## src/rtl/id_ex_stage.sv

```systemverilog
// ID/EX pipeline register: captures decode results with write-back bypass,
// inserts bubbles on load-use hazards or flush, and counts hazard bubbles.
module id_ex_stage #(
    parameter int data_width   = 32,
    parameter int select_width = 5,
    parameter int count_width  = 16
) (
    input  logic                    clk,
    input  logic                    rst,
    input  logic                    stall,
    input  logic                    flush,
    input  logic                    id_valid,
    input  logic [select_width-1:0] id_read_sel_1,
    input  logic [select_width-1:0] id_read_sel_2,
    input  logic [data_width-1:0]   id_read_data_1,
    input  logic [data_width-1:0]   id_read_data_2,
    input  logic [data_width-1:0]   id_imm,
    input  logic [select_width-1:0] id_write_address,
    input  logic                    id_reg_write,
    input  logic                    id_mem_read,
    input  logic                    id_mem_write,
    input  logic                    id_alu_src,
    input  logic [3:0]              id_alu_op,
    input  logic                    wb_reg_write,
    input  logic [select_width-1:0] wb_write_address,
    input  logic [data_width-1:0]   wb_write_data,
    output logic                    ex_valid,
    output logic [data_width-1:0]   ex_read_data_1,
    output logic [data_width-1:0]   ex_read_data_2,
    output logic [data_width-1:0]   ex_imm,
    output logic [select_width-1:0] ex_read_sel_1,
    output logic [select_width-1:0] ex_read_sel_2,
    output logic [select_width-1:0] ex_write_address,
    output logic                    ex_reg_write,
    output logic                    ex_mem_read,
    output logic                    ex_mem_write,
    output logic                    ex_alu_src,
    output logic [3:0]              ex_alu_op,
    output logic                    load_use_stall,
    output logic [count_width-1:0]  bubble_count
);

    logic [data_width-1:0] byp_data_1;
    logic [data_width-1:0] byp_data_2;
    logic                  load_en;
    logic                  bubble;
    logic                  take;

    // Register file writes land at the clock edge, so a same-cycle read sees stale data.
    always_comb begin
        byp_data_1 = id_read_data_1;
        byp_data_2 = id_read_data_2;
        if (wb_reg_write && id_read_sel_1 != '0 && wb_write_address == id_read_sel_1)
            byp_data_1 = wb_write_data;
        if (wb_reg_write && id_read_sel_2 != '0 && wb_write_address == id_read_sel_2)
            byp_data_2 = wb_write_data;
    end

    assign load_use_stall = id_valid & ex_valid & ex_mem_read & (ex_write_address != '0) &
                            ((ex_write_address == id_read_sel_1) |
                             (ex_write_address == id_read_sel_2));

    // flush overrides stall; stall masks the hazard bubble
    assign load_en = flush | ~stall;
    assign bubble  = flush | load_use_stall;
    assign take    = ~bubble & id_valid;

    always_ff @(posedge clk) begin
        if (rst) begin
            ex_valid         <= 1'b0;
            ex_read_data_1   <= '0;
            ex_read_data_2   <= '0;
            ex_imm           <= '0;
            ex_read_sel_1    <= '0;
            ex_read_sel_2    <= '0;
            ex_write_address <= '0;
            ex_reg_write     <= 1'b0;
            ex_mem_read      <= 1'b0;
            ex_mem_write     <= 1'b0;
            ex_alu_src       <= 1'b0;
            ex_alu_op        <= '0;
            bubble_count     <= '0;
        end else if (load_en) begin
            ex_valid         <= take;
            ex_read_data_1   <= bubble ? '0 : byp_data_1;
            ex_read_data_2   <= bubble ? '0 : byp_data_2;
            ex_imm           <= bubble ? '0 : id_imm;
            ex_read_sel_1    <= bubble ? '0 : id_read_sel_1;
            ex_read_sel_2    <= bubble ? '0 : id_read_sel_2;
            ex_write_address <= bubble ? '0 : id_write_address;
            ex_reg_write     <= take & id_reg_write;
            ex_mem_read      <= take & id_mem_read;
            ex_mem_write     <= take & id_mem_write;
            ex_alu_src       <= take & id_alu_src;
            ex_alu_op        <= take ? id_alu_op : 4'd0;
            // only hazard bubbles are counted, not flushes
            if (!flush && load_use_stall && bubble_count != '1)
                bubble_count <= bubble_count + count_width'(1);
        end
    end

endmodule

```

## config.mk

```make
export PLATFORM = sky130hd
export DESIGN_NAME = id_ex_stage
export DESIGN_NICKNAME = d
export VERILOG_FILES = /design/src/rtl/id_ex_stage.sv
export SDC_FILE = /design/constraint.sdc
export NUM_CORES = 1
export LEC_CHECK = 0
export CAP_MARGIN = 40
export CORE_MARGIN = 2
export CORE_UTILIZATION = 43
export CTS_CLUSTER_DIAMETER = 40
export CTS_CLUSTER_SIZE = 10
export DETAILED_ROUTE_END_ITERATION = 8
export GPL_TIMING_DRIVEN = 0
export PLACE_DENSITY = 0.88
export REMOVE_ABC_BUFFERS = 1
export SLEW_MARGIN = 10
export SYNTH_ARGS = -nofsm -noshare
export SYNTH_HDL_FRONTEND = slang
export SYNTH_SLANG_ARGS = --single-unit
```

## constraint.sdc

```tcl
create_clock -name clk -period 4.3 [get_ports clk]
set_input_delay 0.645 -clock clk [delete_from_list [all_inputs] [get_ports clk]]
set_output_delay 0.645 -clock clk [all_outputs]
set_load 0.005 [all_outputs]
```

======== Yosys cells after proc, flatten, opt, wreduce, memory -nomap -nowiden ========
Index checks and enable logic that the tools add are counted.
word-level totals
  bits of input ports ..................... 162
  logic and storage cells ................. 53
  output and inout port bits .............. 137
  flip-flop bits (word level) ............. 136
cells by class
  muxes and demuxes ....................... 9
  eq/ne operators ......................... 5
  bitwise operators ....................... 14
  reduce and logical (&&, ||, !) cells .... 11
  add/subtract/negate cells ............... 1
operator list
  cell                                            number
  two-way mux 32 bit                              5
  equality test 5 bit                             4
  adder 16 x 1 -> 16 bit (second input constant)  1
  != test 16 bit (second input constant)          1
  two-way mux 5 bit                               3
  nonzero test 5 bit                              3
  AND 1 bit                                       9
  logical AND 1 bit                               6
  two-way mux 4 bit                               1
  OR 1 bit                                        3
  NOT 1 bit                                       2
  AND reduction 2 bit                             1
  zero test 1 bit                                 1

======== Depth between registers and ports, before layout ========
  word-level depth ........................ 8
  gate-level depth with buffers ........... 8
  gate-level depth less buffers ........... 7

======== Worst setup path before layout ========
OpenSTA, ideal clock, no wires.
  path type ............................... input-to-reg
  start ................................... input id_valid
  end ..................................... register bubble_count[10]
  required time ........................... 4.179 ns
  library setup time ...................... 0.121 ns
  arrival ................................. 2.189 ns
  path slack .............................. 1.990 ns
  stages .................................. 8
  buffers on the path ..................... 2
  path through ............................ buf_4 nand3_1 or3_1 nor3_1 nand2_1 buf_2 nor4_1 mux2_2
between the ends
  longest elaborated chain between the ends .. 7
RTL lines
  item                                  line  source
  start: declaration                    12    input logic id_valid,
  AND 1 bit (4 in a row)                59    assign load_use_stall = id_valid & ex_valid & ex_mem_read & (ex_write_address != '0) &
  logical AND 1 bit (2 in a row)        97    if (!flush && load_use_stall && bubble_count != '1)
  AND reduction 2 bit (no source line)  n/a
  end signal: assignment                98    bubble_count <= bubble_count + count_width'(1);
  end: declaration                      40    output logic [count_width-1:0] bubble_count
Every way passes these cells.
A chain may end at the register's enable or synchronous reset.

======== Final worst setup path ========
  start ................................... input id_read_sel_2[1]
  end ..................................... output load_use_stall
between the ends
  longest elaborated chain between the ends .. 3
RTL lines
  item                 line  source
  start: declaration   14    input logic [select_width-1:0] id_read_sel_2,
  equality test 5 bit  61    (ex_write_address == id_read_sel_2));
  OR 1 bit             60    ((ex_write_address == id_read_sel_1) |
  AND 1 bit            59
  end: declaration     39    output logic load_use_stall,
Every way passes these cells.

==> out/qor.yml <==
sta:
  post-route-period-util_pct: 77.07
  hold_viol: 0
  skew_ns: 0.007888
  setup_viol: 0
  period_needed_ns: 3.314
  tns_ns: 0
  relSlewSlack_pct: 43.18
  worst_pin_slew_ns: 0.8496
  rsz0062_at_grt: "false"
  final-max-slew-violation-count: 0
  fmax_ghz: 0.3017
power_and_ir_drop:
  cellLeakagePower_uw: 0.003325
  ir_drop_mv: 0.2389
  powerDensity_nw_per_um2: 332.8
cells_and_area:
  nets: 1000
  seq_area_um2: 2723
  finish.utilization_pct: 71.47
  drive_above_1_share_pct: 14.12
  fill_cells: 897
  syn_to_final_growth_pct: 63.49
  multiInputGateArea_um2: 2695
  n_antenna_cell: 0
worst_hold_path:
  min_delay_path_depth: 2
  min_path_type: "reg2reg"
  min_to: "ex_read_data_1[20]"
  worstHoldStart: "ex_read_data_1[20]"
placement:
  place_congestion: 0.8421
  hpwlAfterDp_um: 13710
  port_buffers: 298
clock_network:
  cts_sinks: 136
  cts_made_buffers: 17
  cts_tree: "yes"
  clock_path_buffers: 2
  post_cts_resized: 0
  clk_latency_ns: 0.41
  htree_levels: 4
  root_buffer: "clkbuf_16"
  hold_buffers: 0
  clkSlewWorstSetupHoldPaths_ns: 0.06
  cts_setup_buffers: 0
detailed_routing:
  routedWlPerCell_um: 17.79
  vias: 5448
  ant_nets: 0
  drtPass1Iterations: 6
  drt_iter0_drc: 252
  route.detailed.drc: 0
  drt-total-wl_um: 18260
  viasPerCell: 5.310
logic_synthesis:
  ys_warn_count: 0
  synth-xor-area-share_pct: 3.050
  synth_cell_type_count: 40
  postSynthCellCount: 540
  synth.avg_cell_area_um2: 10.64
  synthAdderAreaFrac_pct: 0.2179
  synth_top_area_cell: "dfxtp_1"
  ys_seq_area_share_pct: 47.41
  yosysMostFrequentCell: "dfxtp_1"
  synth_top_family_by_area: "compound AO/OA/AOI/OAI gates"
  synth-simple-area-share_pct: 10.81
  ys_ff_latch: 136
  async_flop_share_pct: 0
  synth-compound-area-share_pct: 20.50
  synth_ff_type: "dfxtp_1"
  synth.area.top_cells: "dfxtp_1 (47%), mux2i_1 (11%), o21ai_2 (9.2%)"
  ys_top_cells_by_count: "dfxtp_1 (136), nand2_1 (74), mux2i_1 (65), o21ai_2 (60), a22o_1 (47)"
  synth_area_um2: 5743
  synth_edf_count: 0
  synth_top_area_share_pct: 47.41
  synth_mux_area_share_pct: 11.92
worst_setup_path:
  required_ns: 3.65
  endpoint_kind: "output pin"
  worstSetupPathType: "in2out"
  regToRegStartpoint: "ex_write_address[0]"
  rr_endpoint: "ex_imm[24]"
  startpoint_type: "input pin"
  rrSetupSlack_ns: 1.38
  crit_arrival_ns: 2.67
  worstRegToRegCells: 9
  path_max_fanout: 4
run:
  drv_cap: 0
grt:
  grt_busiest_layer: "met2"
  overflow: 0
  grt_pass1_vias: 5563
  grt_use_met3_pct: 9.696
  grt_pass1_wl_um: 28590
  grt_usage_pct: 25.42
  grtUsageMet1_pct: 26.65
  use_met2_pct: 44.61
  antenna_found_initial: 0
  grt_max_degree: 34
die:
  rows: 42
  ios: 299
  die_w_um: 119.6
  die_area_um2: 14300
  die_y_um: 119.6
  core_region_area_um2: 13140
  start_util_pct: 43.71
run_status:
  status: "completed"
[metal layers]
| metal | vias up | share of wire (%) |
|---|---|---|
| li1 | 2562 | - |
| met1 | 2581 | 36 |
| met2 | 263 | 51 |
| met3 | 42 | 8.8 |
| met4 | 0 | 3.4 |
| met5 | - | 0 |
[report_power, final]
part | switching, µW | internal [µW]
combinational | 138 | 248
clock | 525 | 893
sequential | 22.1 | 1300
[sequential cells by signal, summed over array words and instances (netlist names)]
register and count:
ex_alu_op 4, ex_reg_write 1, ex_read_data_2 32, ex_valid 1
ex_alu_src 1, ex_mem_write 1, bubble_count 16, ex_read_data_1 32
ex_read_sel_1 5, ex_imm 32, ex_mem_read 1, ex_read_sel_2 5
ex_write_address 5
[placed cells by master (no fill, tap or decap), types with 4 or more instances in the layout]
cell type	synthesis	routed
a22o_1	47	47
a21oi_1	10	10
or3_1	5	5
a32o_1	8	8
o21ai_0	9	9
clkinv_2	0	6
clkdlybuf4s50_1	0	298
mux2i_1	65	65
clkbuf_16	0	17
buf_6	1	4
nor2_1	9	9
o21ai_2	60	60
inv_1	4	4
dfxtp_1	136	136
nand3_1	10	10
nand4_1	4	4
or4_1	6	5
xnor2_1	13	13
buf_4	1	9
xor2_1	7	7
nor3_1	8	8
nand2_1	74	74
o31ai_1	4	4
nor4_1	6	5
[stage by stage]
| step | hold slack (ns) | std cells | total power (µW) | instance area, µm² | setup slack [ns] |
|---|---|---|---|---|---|
| after global routing | 0.4706 | 1026 | 3235 | 9389 | 0.8981 |
| after global placement | 0.4367 | 977 | 1712 | 8611 | -7.999 |
| after detailed placement | 0.4401 | 994 | 1730 | 8813 | 0.8038 |
| final | 0.4498 | 1026 | 3124 | 9389 | 0.9858 |
| after floorplan | 0.4487 | 503 | 1456 | 5408 | -3.577 |
| after CTS | 0.4534 | 1026 | 3146 | 9389 | 1.011 |
[cell type report]
type | instances | area share (%)
clock inverter | 9 | 1.039
multi-input combinational | 363 | 28.70
sequential | 136 | 29.00
timing repair buffer | 315 | 33.66
tap | 176 | 2.345
clock buffer | 23 | 5.091
inverter | 4 | 0.1599
[logic make-up (layout without fill, tap and decap cells)]
logic type | after synthesis | in the layout
compound gates | 142 | 142
flops | 136 | 136
simple gates | 132 | 132
mux | 68 | 68
buf+inv | 41 | 351
xor+xnor | 20 | 20
fa+ha+maj | 1 | 1
[critical path: stages]
cell             delay (ns)
clkdlybuf4s50_1        0.59
xnor2_1                0.15
nand3_1                0.09
o22ai_1                0.27
nor3b_2                0.34
clkdlybuf4s50_1        0.58
[worst max-delay path by stage]
stage,start,to,slack (ns),depth (start not counted)
global route,id_read_sel_2[1],load_use_stall,0.90,6
floorplan,flush,ex_write_address[0],-3.58,2
CTS,id_read_sel_2[0],load_use_stall,1.01,6
finish,id_read_sel_2[1],load_use_stall,0.99,6
detailed placement,id_read_sel_2[0],ex_imm[8],0.80,11
global placement,rst,ex_write_address[0],-8.00,3
Power figures use the tool's default switching activity.
